$ cat src/rtl/uart_tx_fifo.sv
// UART transmitter with a byte FIFO in front of it and cts flow control.
// Bytes written with txwr are queued and sent 8N1, LSB first, one line
// bit every PERIOD clocks. A new frame starts only while the synchronized
// cts is low and the FIFO is not empty. Frames run back-to-back when
// more data is waiting.
module uart_tx_fifo #(
  parameter int CLK    = 28000000,
  parameter int BPS    = 115200,
  parameter int PERIOD = CLK / BPS,
  parameter int DEPTH  = 16
) (
  input  logic       clk_bus,
  input  logic       rst_n,
  input  logic [7:0] txdata,
  input  logic       txwr,
  input  logic       cts,
  output logic       tx,
  output logic       txbusy,
  output logic       txfull,
  output logic       txempty,
  output logic [4:0] txcount,
  output logic       txovf
);

  localparam int AW = (DEPTH > 1) ? $clog2(DEPTH) : 1;
  localparam int CW = (PERIOD > 1) ? $clog2(PERIOD) : 1;
  localparam logic [AW-1:0] PTR_LAST   = AW'(DEPTH - 1);
  localparam logic [CW-1:0] BAUD_LAST  = CW'(PERIOD - 1);
  localparam logic [4:0]    COUNT_FULL = 5'(DEPTH);

  typedef enum logic [1:0] {IDLE, START, BIT, STOP} state_t;

  logic          cts_meta, cts_s;
  logic [7:0]    mem [DEPTH];
  logic [AW-1:0] wptr, rptr;
  logic          push, pop, start_ok;
  state_t        state, state_d;
  logic [CW-1:0] baud, baud_d;
  logic [2:0]    bitn, bitn_d;
  logic [7:0]    shreg, shreg_d;
  logic          tx_d;

  // Two-flop synchronizer for cts; resets to 1 so nothing is sent until
  // the peer's real level has propagated through.
  // NOTE: sequential state uses non-blocking (<=) so every flop samples
  // pre-edge values; blocking here would collapse the two stages into one.
  always_ff @(posedge clk_bus or negedge rst_n) begin
    if (!rst_n) begin
      cts_meta <= 1'b1;
      cts_s    <= 1'b1;
    end else begin
      cts_meta <= cts;
      cts_s    <= cts_meta;
    end
  end

  // Flags come from the registered count, so a write while full is refused
  // even if the FSM pops in the same cycle.
  assign txfull   = (txcount == COUNT_FULL);
  assign txempty  = (txcount == 5'd0);
  assign push     = txwr & ~txfull;
  assign start_ok = ~txempty & ~cts_s;
  assign txbusy   = (state != IDLE);

  // FIFO storage write port.
  // NOTE: the storage array is deliberately not reset; pointers and count
  // alone decide which entries are valid, and a reset on it would only
  // waste flops and block RAM inference.
  always_ff @(posedge clk_bus) begin
    if (push) mem[wptr] <= txdata;
  end

  // FIFO pointers, occupancy and the overflow pulse.
  always_ff @(posedge clk_bus or negedge rst_n) begin
    if (!rst_n) begin
      wptr    <= '0;
      rptr    <= '0;
      txcount <= 5'd0;
      txovf   <= 1'b0;
    end else begin
      if (push) wptr <= (wptr == PTR_LAST) ? '0 : wptr + 1'b1;
      if (pop)  rptr <= (rptr == PTR_LAST) ? '0 : rptr + 1'b1;
      case ({push, pop})
        2'b10:   txcount <= txcount + 5'd1;
        2'b01:   txcount <= txcount - 5'd1;
        default: txcount <= txcount;
      endcase
      txovf <= txwr & txfull;
    end
  end

  // Transmit FSM: next state, datapath next values and the line level.
  // NOTE: every output of this block gets a default first, so no path
  // leaves a variable unassigned and no latch is inferred.
  always_comb begin
    state_d = state;
    baud_d  = baud;
    bitn_d  = bitn;
    shreg_d = shreg;
    pop     = 1'b0;
    tx_d    = 1'b1;
    unique case (state)
      IDLE: begin
        if (start_ok) begin
          pop     = 1'b1;
          shreg_d = mem[rptr];
          bitn_d  = 3'd0;
          baud_d  = '0;
          state_d = START;
        end
      end
      START: begin
        tx_d = 1'b0;
        if (baud == BAUD_LAST) begin
          baud_d  = '0;
          state_d = BIT;
        end else begin
          baud_d = baud + 1'b1;
        end
      end
      BIT: begin
        tx_d = shreg[0];
        if (baud == BAUD_LAST) begin
          baud_d  = '0;
          shreg_d = {1'b0, shreg[7:1]};
          if (bitn == 3'd7) state_d = STOP;
          else              bitn_d  = bitn + 3'd1;
        end else begin
          baud_d = baud + 1'b1;
        end
      end
      STOP: begin
        tx_d = 1'b1;
        if (baud == BAUD_LAST) begin
          baud_d = '0;
          if (start_ok) begin
            pop     = 1'b1;
            shreg_d = mem[rptr];
            bitn_d  = 3'd0;
            state_d = START;
          end else begin
            state_d = IDLE;
          end
        end else begin
          baud_d = baud + 1'b1;
        end
      end
      default: state_d = IDLE;
    endcase
  end

  // FSM state, datapath registers and the registered serial line.
  always_ff @(posedge clk_bus or negedge rst_n) begin
    if (!rst_n) begin
      state <= IDLE;
      baud  <= '0;
      bitn  <= 3'd0;
      shreg <= 8'd0;
      tx    <= 1'b1;
    end else begin
      state <= state_d;
      baud  <= baud_d;
      bitn  <= bitn_d;
      shreg <= shreg_d;
      tx    <= tx_d;
    end
  end

endmodule

$ cat config.mk
export PLATFORM = sky130hd
export DESIGN_NAME = uart_tx_fifo
export DESIGN_NICKNAME = d
export VERILOG_FILES = /design/src/rtl/uart_tx_fifo.sv
export SDC_FILE = /design/constraint.sdc
export NUM_CORES = 1
export LEC_CHECK = 0
export ABC_AREA = 1
export CORE_MARGIN = 2
export CORE_UTILIZATION = 50
export CTS_BUF_LIST = sky130_fd_sc_hd__clkbuf_4 sky130_fd_sc_hd__clkbuf_8
export DETAILED_ROUTE_END_ITERATION = 6
export GPL_TIMING_DRIVEN = 0
export HOLD_SLACK_MARGIN = 0.15
export PLACE_DENSITY = 0.67
export SLEW_MARGIN = 20
export SYNTH_ARGS = -nofsm -noshare
export SYNTH_HDL_FRONTEND = slang
export SYNTH_SLANG_ARGS = --single-unit
$ cat constraint.sdc
create_clock -name clk_bus -period 5.5 [get_ports clk_bus]
set_input_delay 0.55 -clock clk_bus [delete_from_list [all_inputs] [get_ports clk_bus]]
set_output_delay 0.55 -clock clk_bus [all_outputs]
set_load 0.005 [all_outputs]
# Word-level counts from Yosys, hierarchy flattened
# Memories as Yosys holds them, arrays and structs flattened.
# Index checks and enable logic that the tools add are counted.
classes:
  addsub: 6
  eq_ne: 16
  muxes: 28
  n_reduce_logical: 9
  n_bitwise: 6
ops:
  columns: ["cell", "count"]
  rows:
  - ["$mux W8", 5]
  - ["$pmux W8 S3", 1]
  - ["$pmux W8 S2", 1]
  - ["$mux W3", 4]
  - ["$ne A2 B2 Y1 const B", 6]
  - ["$mux W2", 5]
  - ["$pmux W5 S2", 1]
  - ["$pmux W3 S3", 1]
  - ["$add A4 B1 Y4 const B", 2]
  - ["$add A8 B1 Y8 const B", 1]
  - ["$eq A4 B4 Y1 const B", 2]
  - ["$eq A8 B8 Y1 const B", 1]
  - ["$mux W4", 2]
  - ["$pmux W2 S4", 1]
  - ["$eq A2 B2 Y1 const B", 3]
  - ["$add A5 B1 Y5 const B", 1]
  - ["$eq A5 B5 Y1 const B", 1]
  - ["$logic_not A5 Y1", 1]
  - ["$mux W1", 5]
  - ["$reduce_and A5 Y1", 1]
  - ["$sub A5 B1 Y5 const B", 1]
  - ["$eq A2 B1 Y1 const B", 2]
  - ["$pmux W1 S2", 2]
  - ["$reduce_and A4 Y1", 1]
  - ["other kinds (9)", 14]
totals:
  input_bits: 12
  out_inout_bits: 10
  ff_bits: 38
  ramBits: 128
  memories: 1
  elab_cells: 77
mem_list:
  columns: ["name", "depth", "word_bits", "rd", "rd_ports_with_merged_regs", "write_ports", "line", "text"]
  rows:
  - ["mem", 16, 8, 1, 0, 1, "34", "logic [7:0] mem [DEPTH];"]

# Logic depth before layout (Yosys ltp)
logic_depth:
  depth_word: 8
  mapped_depth: 18
  depth_no_buf: 18

# Worst setup path before layout
# Ideal clock, no wire load.
synth_path:
  path_kind: "register to register"
  from: "reg state[0]"
  to: "reg txcount[4]"
  required_time_ps: 5374
  path_stages_with_launch: 17
  arrival_ps: 2272
  setup_time_ps: 126
  setup_slack_ps: 3102
  path_buffers: 0
  period_less_slack_ps: 2398
  path_cell_list: "dfrtp_1 -> inv_1 -> ha_1 -> inv_1 -> nand2_1 -> nand2_1 -> inv_2 -> ha_1 -> inv_1 -> fa_1 -> inv_1 -> a21oi_1 -> nor2_1 -> nor2_1 -> xor2_1 -> nand2_1 -> o21ai_0"
synth_via:
  elab_chain_len: 4
  word_cells_on_any_way: 7
  cone_classes: "eq/ne (3); mux (2); reduce/logical (2)"
synth_rtl:
  columns: ["item", "line", "text"]
  rows:
  - ["start: declaration", "37", "state_t state, state_d;"]
  - ["start signal: assignment", "161", "state <= state_d;"]
  - ["$eq A2 B2 Y1 or $logic_not A2 Y1 (tied branches)", "102", "unique case (state)"]
  - ["$pmux W1 S2 (*)", "102", null]
  - ["named net pop", "36", "logic push, pop, start_ok;"]
  - ["$eq A2 B1 Y1 or $eq A2 B2 Y1 (tied branches)", "83", "case ({push, pop})"]
  - ["$pmux W5 S2 or $reduce_bool A2 Y1 (tied branches)", null, null]
  - ["end signal: assignment", "84", "2'b10: txcount <= txcount + 5'd1;"]
  - ["end signal: assignment", "85", "2'b01: txcount <= txcount - 5'd1;"]
  - ["end signal: assignment", "86", "default: txcount <= txcount;"]
  - ["end: declaration", "21", "output logic [4:0] txcount,"]
# The timed path passes the listed nets; every way through them passes the cells marked *.
# A chain may end at the register's enable or synchronous reset.

# Worst setup path in the final report
# Same ends and word-level chain as after synthesis.

==> results.yml <==
run_status:
  status: "finished clean"
power_and_ir_drop:
  p_switching_w: 0.000713
  combPwrFrac: 0.125
  cellLeakagePower_nw: 3.63
  total_power_w: 0.00270
  clock_power_share: 0.310
  internal_power_w: 0.00199
  switching_share: 0.264
  largest_vdd_supply_drop_uv: 217
  cellPowerDensity_mw_per_mm2: 323
  p_seq_frac: 0.565
min_path:
  worstHoldPathType: "flip-flop to flip-flop"
clock_tree:
  tritoncts: "yes"
  cts.htree.levels: 4
  cts_root_buf: "clkbuf_8"
  cts-root-to-sink-buffers: 2
  cts_buffers: 17
  numClockSinks: 166
  cts-resized-gates: 0
  clk_transition_reported_paths_ns: 0.08
  clock_insertion_delay_worst_skew_ns: 0.46
  post-cts-setup-buffer-count: 0
route:
  routed_length_per_placed_instance_um: 17.4
  antenna_left: 0
  vias: 5164
  drt_first_pass_iters: 5
  finalWirelength_mm: 17.3
  post_drt_via_cell_ratio: 5.19
  detail_route.drc_violations: 0
  drtIter0Drc: 409
setup_path:
  critical_path.most_common_cell: "inv_1"
  worst-r2r-setup-slack_ns: 2.69
  critPathMaxStageDelay_ns: 0.43
  crit_required_ns: 5.84
  cp-end-kind: "flip-flop"
  path_cells: "inv_1, ha_1, inv_1, nand2_1, nand2_1, inv_2, ha_1, inv_1, fa_1, inv_1, a21oi_1, nor2_1, nor2_1, xor2_1, nand2_1, o21ai_0"
  worst_path_max_delay_cell: "dfrtp_1"
  worst_ep_arrival_time_ns: 3.15
  worst_path_fanout_max: 9
  worst_setup_path_start_kind: "flip-flop"
  timing.setup.critical_path_class: "flip-flop to flip-flop"
place:
  port_buffer_count: 21
  routabilityCongestion: 0.896
  detailedPlacementHpwl_mm: 12.1
  dp_slack_ns: 2.65
sta:
  rsz_0062_raised_after_global_routing: "no"
  hold_ws_ns: 0.358
  timing_max_transition_violations_final: 0
  fin_crit_ns: 2.81
  final_hold_vios: 0
  clock-skew-final_ns: 0.00891
  fin_crit_sh: 0.510
  slew_at_the_pin_closest_to_its_max_slew_limit_ns: 0.920
  timing.final.ws_setup_ns: 2.69
  setup_total_negative_slack_ns: 0
  setup_viol: 0
  max-slew-margin-rel: 0.384
  max_frequency_mhz: 356
yosys:
  synth.net_count: 787
  synth-edff-count: 128
  seq_area_frac_synth: 0.637
  async_flop_share: 0.229
  yosys_register_bits: 166
  synth_warnings: 0
  synth_flop_cell: "edfxtp_1"
  synth_area_mm2: 0.00753
  syn-mean-instance-area_um2: 9.95
  synthCells: 757
  unique_cell_type_count_in_the_yosys_netlist: 33
global_route:
  grt_start_max_net_pins: 27
  grtUsageTotal: 0.233
  overflow: 0
  global_route_wire_length_before_repair_mm: 27.9
  antenna_found_initial: 0
  first_global_vias: 5075
die:
  dieWidth_um: 127
  die_area_mm2: 0.0161
  fp.dieH_um: 127
  rows: 44
  floorplan.core_area_mm2: 0.0146
  floorplan.io_pins: 22
  initial_core_util: 0.515
final_layout:
  layout.nets: 829
  final_core_utilization: 0.572
  share_of_post_route_cells_with_drive_strength_above_1: 0.0925
  area_growth_syn_to_layout_pct: 11.2
  antenna_cells: 0
run:
  maxCapViolations: 0
==> synthesized netlist by cell type, types with 6 or more instances <==
| cell | count | area (µm²) |
|---|---|---|
| o21ai_0 | 22 | 110 |
| clkbuf_1 | 6 | 22.5 |
| edfxtp_1 | 128 | 3840 |
| ha_1 | 17 | 213 |
| xor2_1 | 6 | 52.6 |
| inv_2 | 6 | 22.5 |
| nor2_1 | 49 | 184 |
| nand2_1 | 238 | 893 |
| buf_2 | 14 | 70.1 |
| inv_1 | 88 | 330 |
| nand3_1 | 100 | 500 |
| dfrtp_1 | 35 | 876 |
==> cells by family (layout without fill, tap and decap cells) <==
| logic type | count (synthesis) | after routing | share of synthesized area |
|---|---|---|---|
| simple gates | 405 | 405 | 0.227 |
| flops | 166 | 166 | 0.637 |
| buf+inv | 124 | 178 | 0.0687 |
| compound gates | 35 | 35 | 0.0264 |
| fa+ha+maj | 18 | 18 | 0.0309 |
| xor+xnor | 9 | 9 | 0.0105 |
==> worst max-delay path: cells and delay by family (launching register included) <==
family | cells | cell delay [ns]
fa+ha+maj | 3 | 0.91
buf+inv | 5 | 0.56
xor+xnor | 1 | 0.14
simple gates | 5 | 0.52
compound gates | 2 | 0.14
flops | 1 | 0.43
==> state kept, by name, summed over array words and instances, names as in the netlist, 2 cells and up <==
name / count
wptr: 4
mem: 128
txcount: 5
bitn: 3
shreg: 8
state: 2
baud: 8
rptr: 4
==> power groups by stage <==
stage          clock (W)  sequential, W  combinational [W]
6_report        0.000838        0.00153           0.000337
5_1_grt         0.000899        0.00154           0.000383
2_1_floorplan          0        0.00154           0.000192
3_3_place_gp           0        0.00155           0.000326
3_5_place_dp           0        0.00155           0.000337
4_1_cts         0.000855        0.00153           0.000341
==> metal layers <==
metal  GRT usage  up-vias  wire length, µm
li1            -     2549                -
met5           0        -                0
met3      0.0472       21              978
met4      0.0653        0              320
met2       0.376      139             8250
met1       0.325     2455             7730
==> stage by stage <==
| stage | instances | cell area, µm² |
|---|---|---|
| floorplan | 757 | 7530 |
| global placement | 962 | 7980 |
| detailed placement | 963 | 7990 |
| CTS | 995 | 8380 |
| global route | 995 | 8380 |
| finish | 995 | 8380 |
==> worst paths after layout <==
check                                     start                endpoint  depth (start not counted)
min in group asynchronous                 rst_n    shreg[1]$_DFFE_PN0P_                          2
max in group asynchronous                 rst_n      cts_meta$_DFF_PN1_                          3
setup reg to reg           state[0]$_DFFE_PN0P_  txcount[4]$_DFFE_PN0P_                         16
hold / removal               cts_meta$_DFF_PN1_         cts_s$_DFF_PN1_                          0
hold reg to reg              cts_meta$_DFF_PN1_         cts_s$_DFF_PN1_                          0
setup / recovery           state[0]$_DFFE_PN0P_  txcount[4]$_DFFE_PN0P_                         16
==> cells in the final DEF, fill, tap and decap left out, types with 4 or more instances in the layout <==
cell,Yosys,final
clkdlybuf4s50_1,0,20
clkbuf_1,6,6
nor2_1,49,49
edfxtp_1,128,128
buf_2,14,15
o21ai_0,22,22
clkinv_1,2,4
nor2_2,5,5
clkbuf_8,0,17
nand4_1,4,4
dfrtp_1,35,35
nand2_1,238,238
nand2_2,4,4
inv_2,6,6
xor2_1,6,6
inv_1,88,88
nand3_1,100,100
clkinv_4,0,4
buf_4,5,5
ha_1,17,17
==> what timing repair did <==
item / 4_1_cts / 5_1_grt
hold endpoints to repair: 12 / 0
endpoints found under the setup margin: 0 / 0
hold buffers: 1 / 0
==> layout make-up <==
type	count	area (µm²)
multi-input combinational	467	2220
sequential	166	4800
clock buffer	18	241
clock inverter	13	134
tap	184	230
timing repair buffer	23	235
inverter	97	365
fill	1300	6270
buffer	27	153
Note: power is estimated with default switching activity, not from simulation.
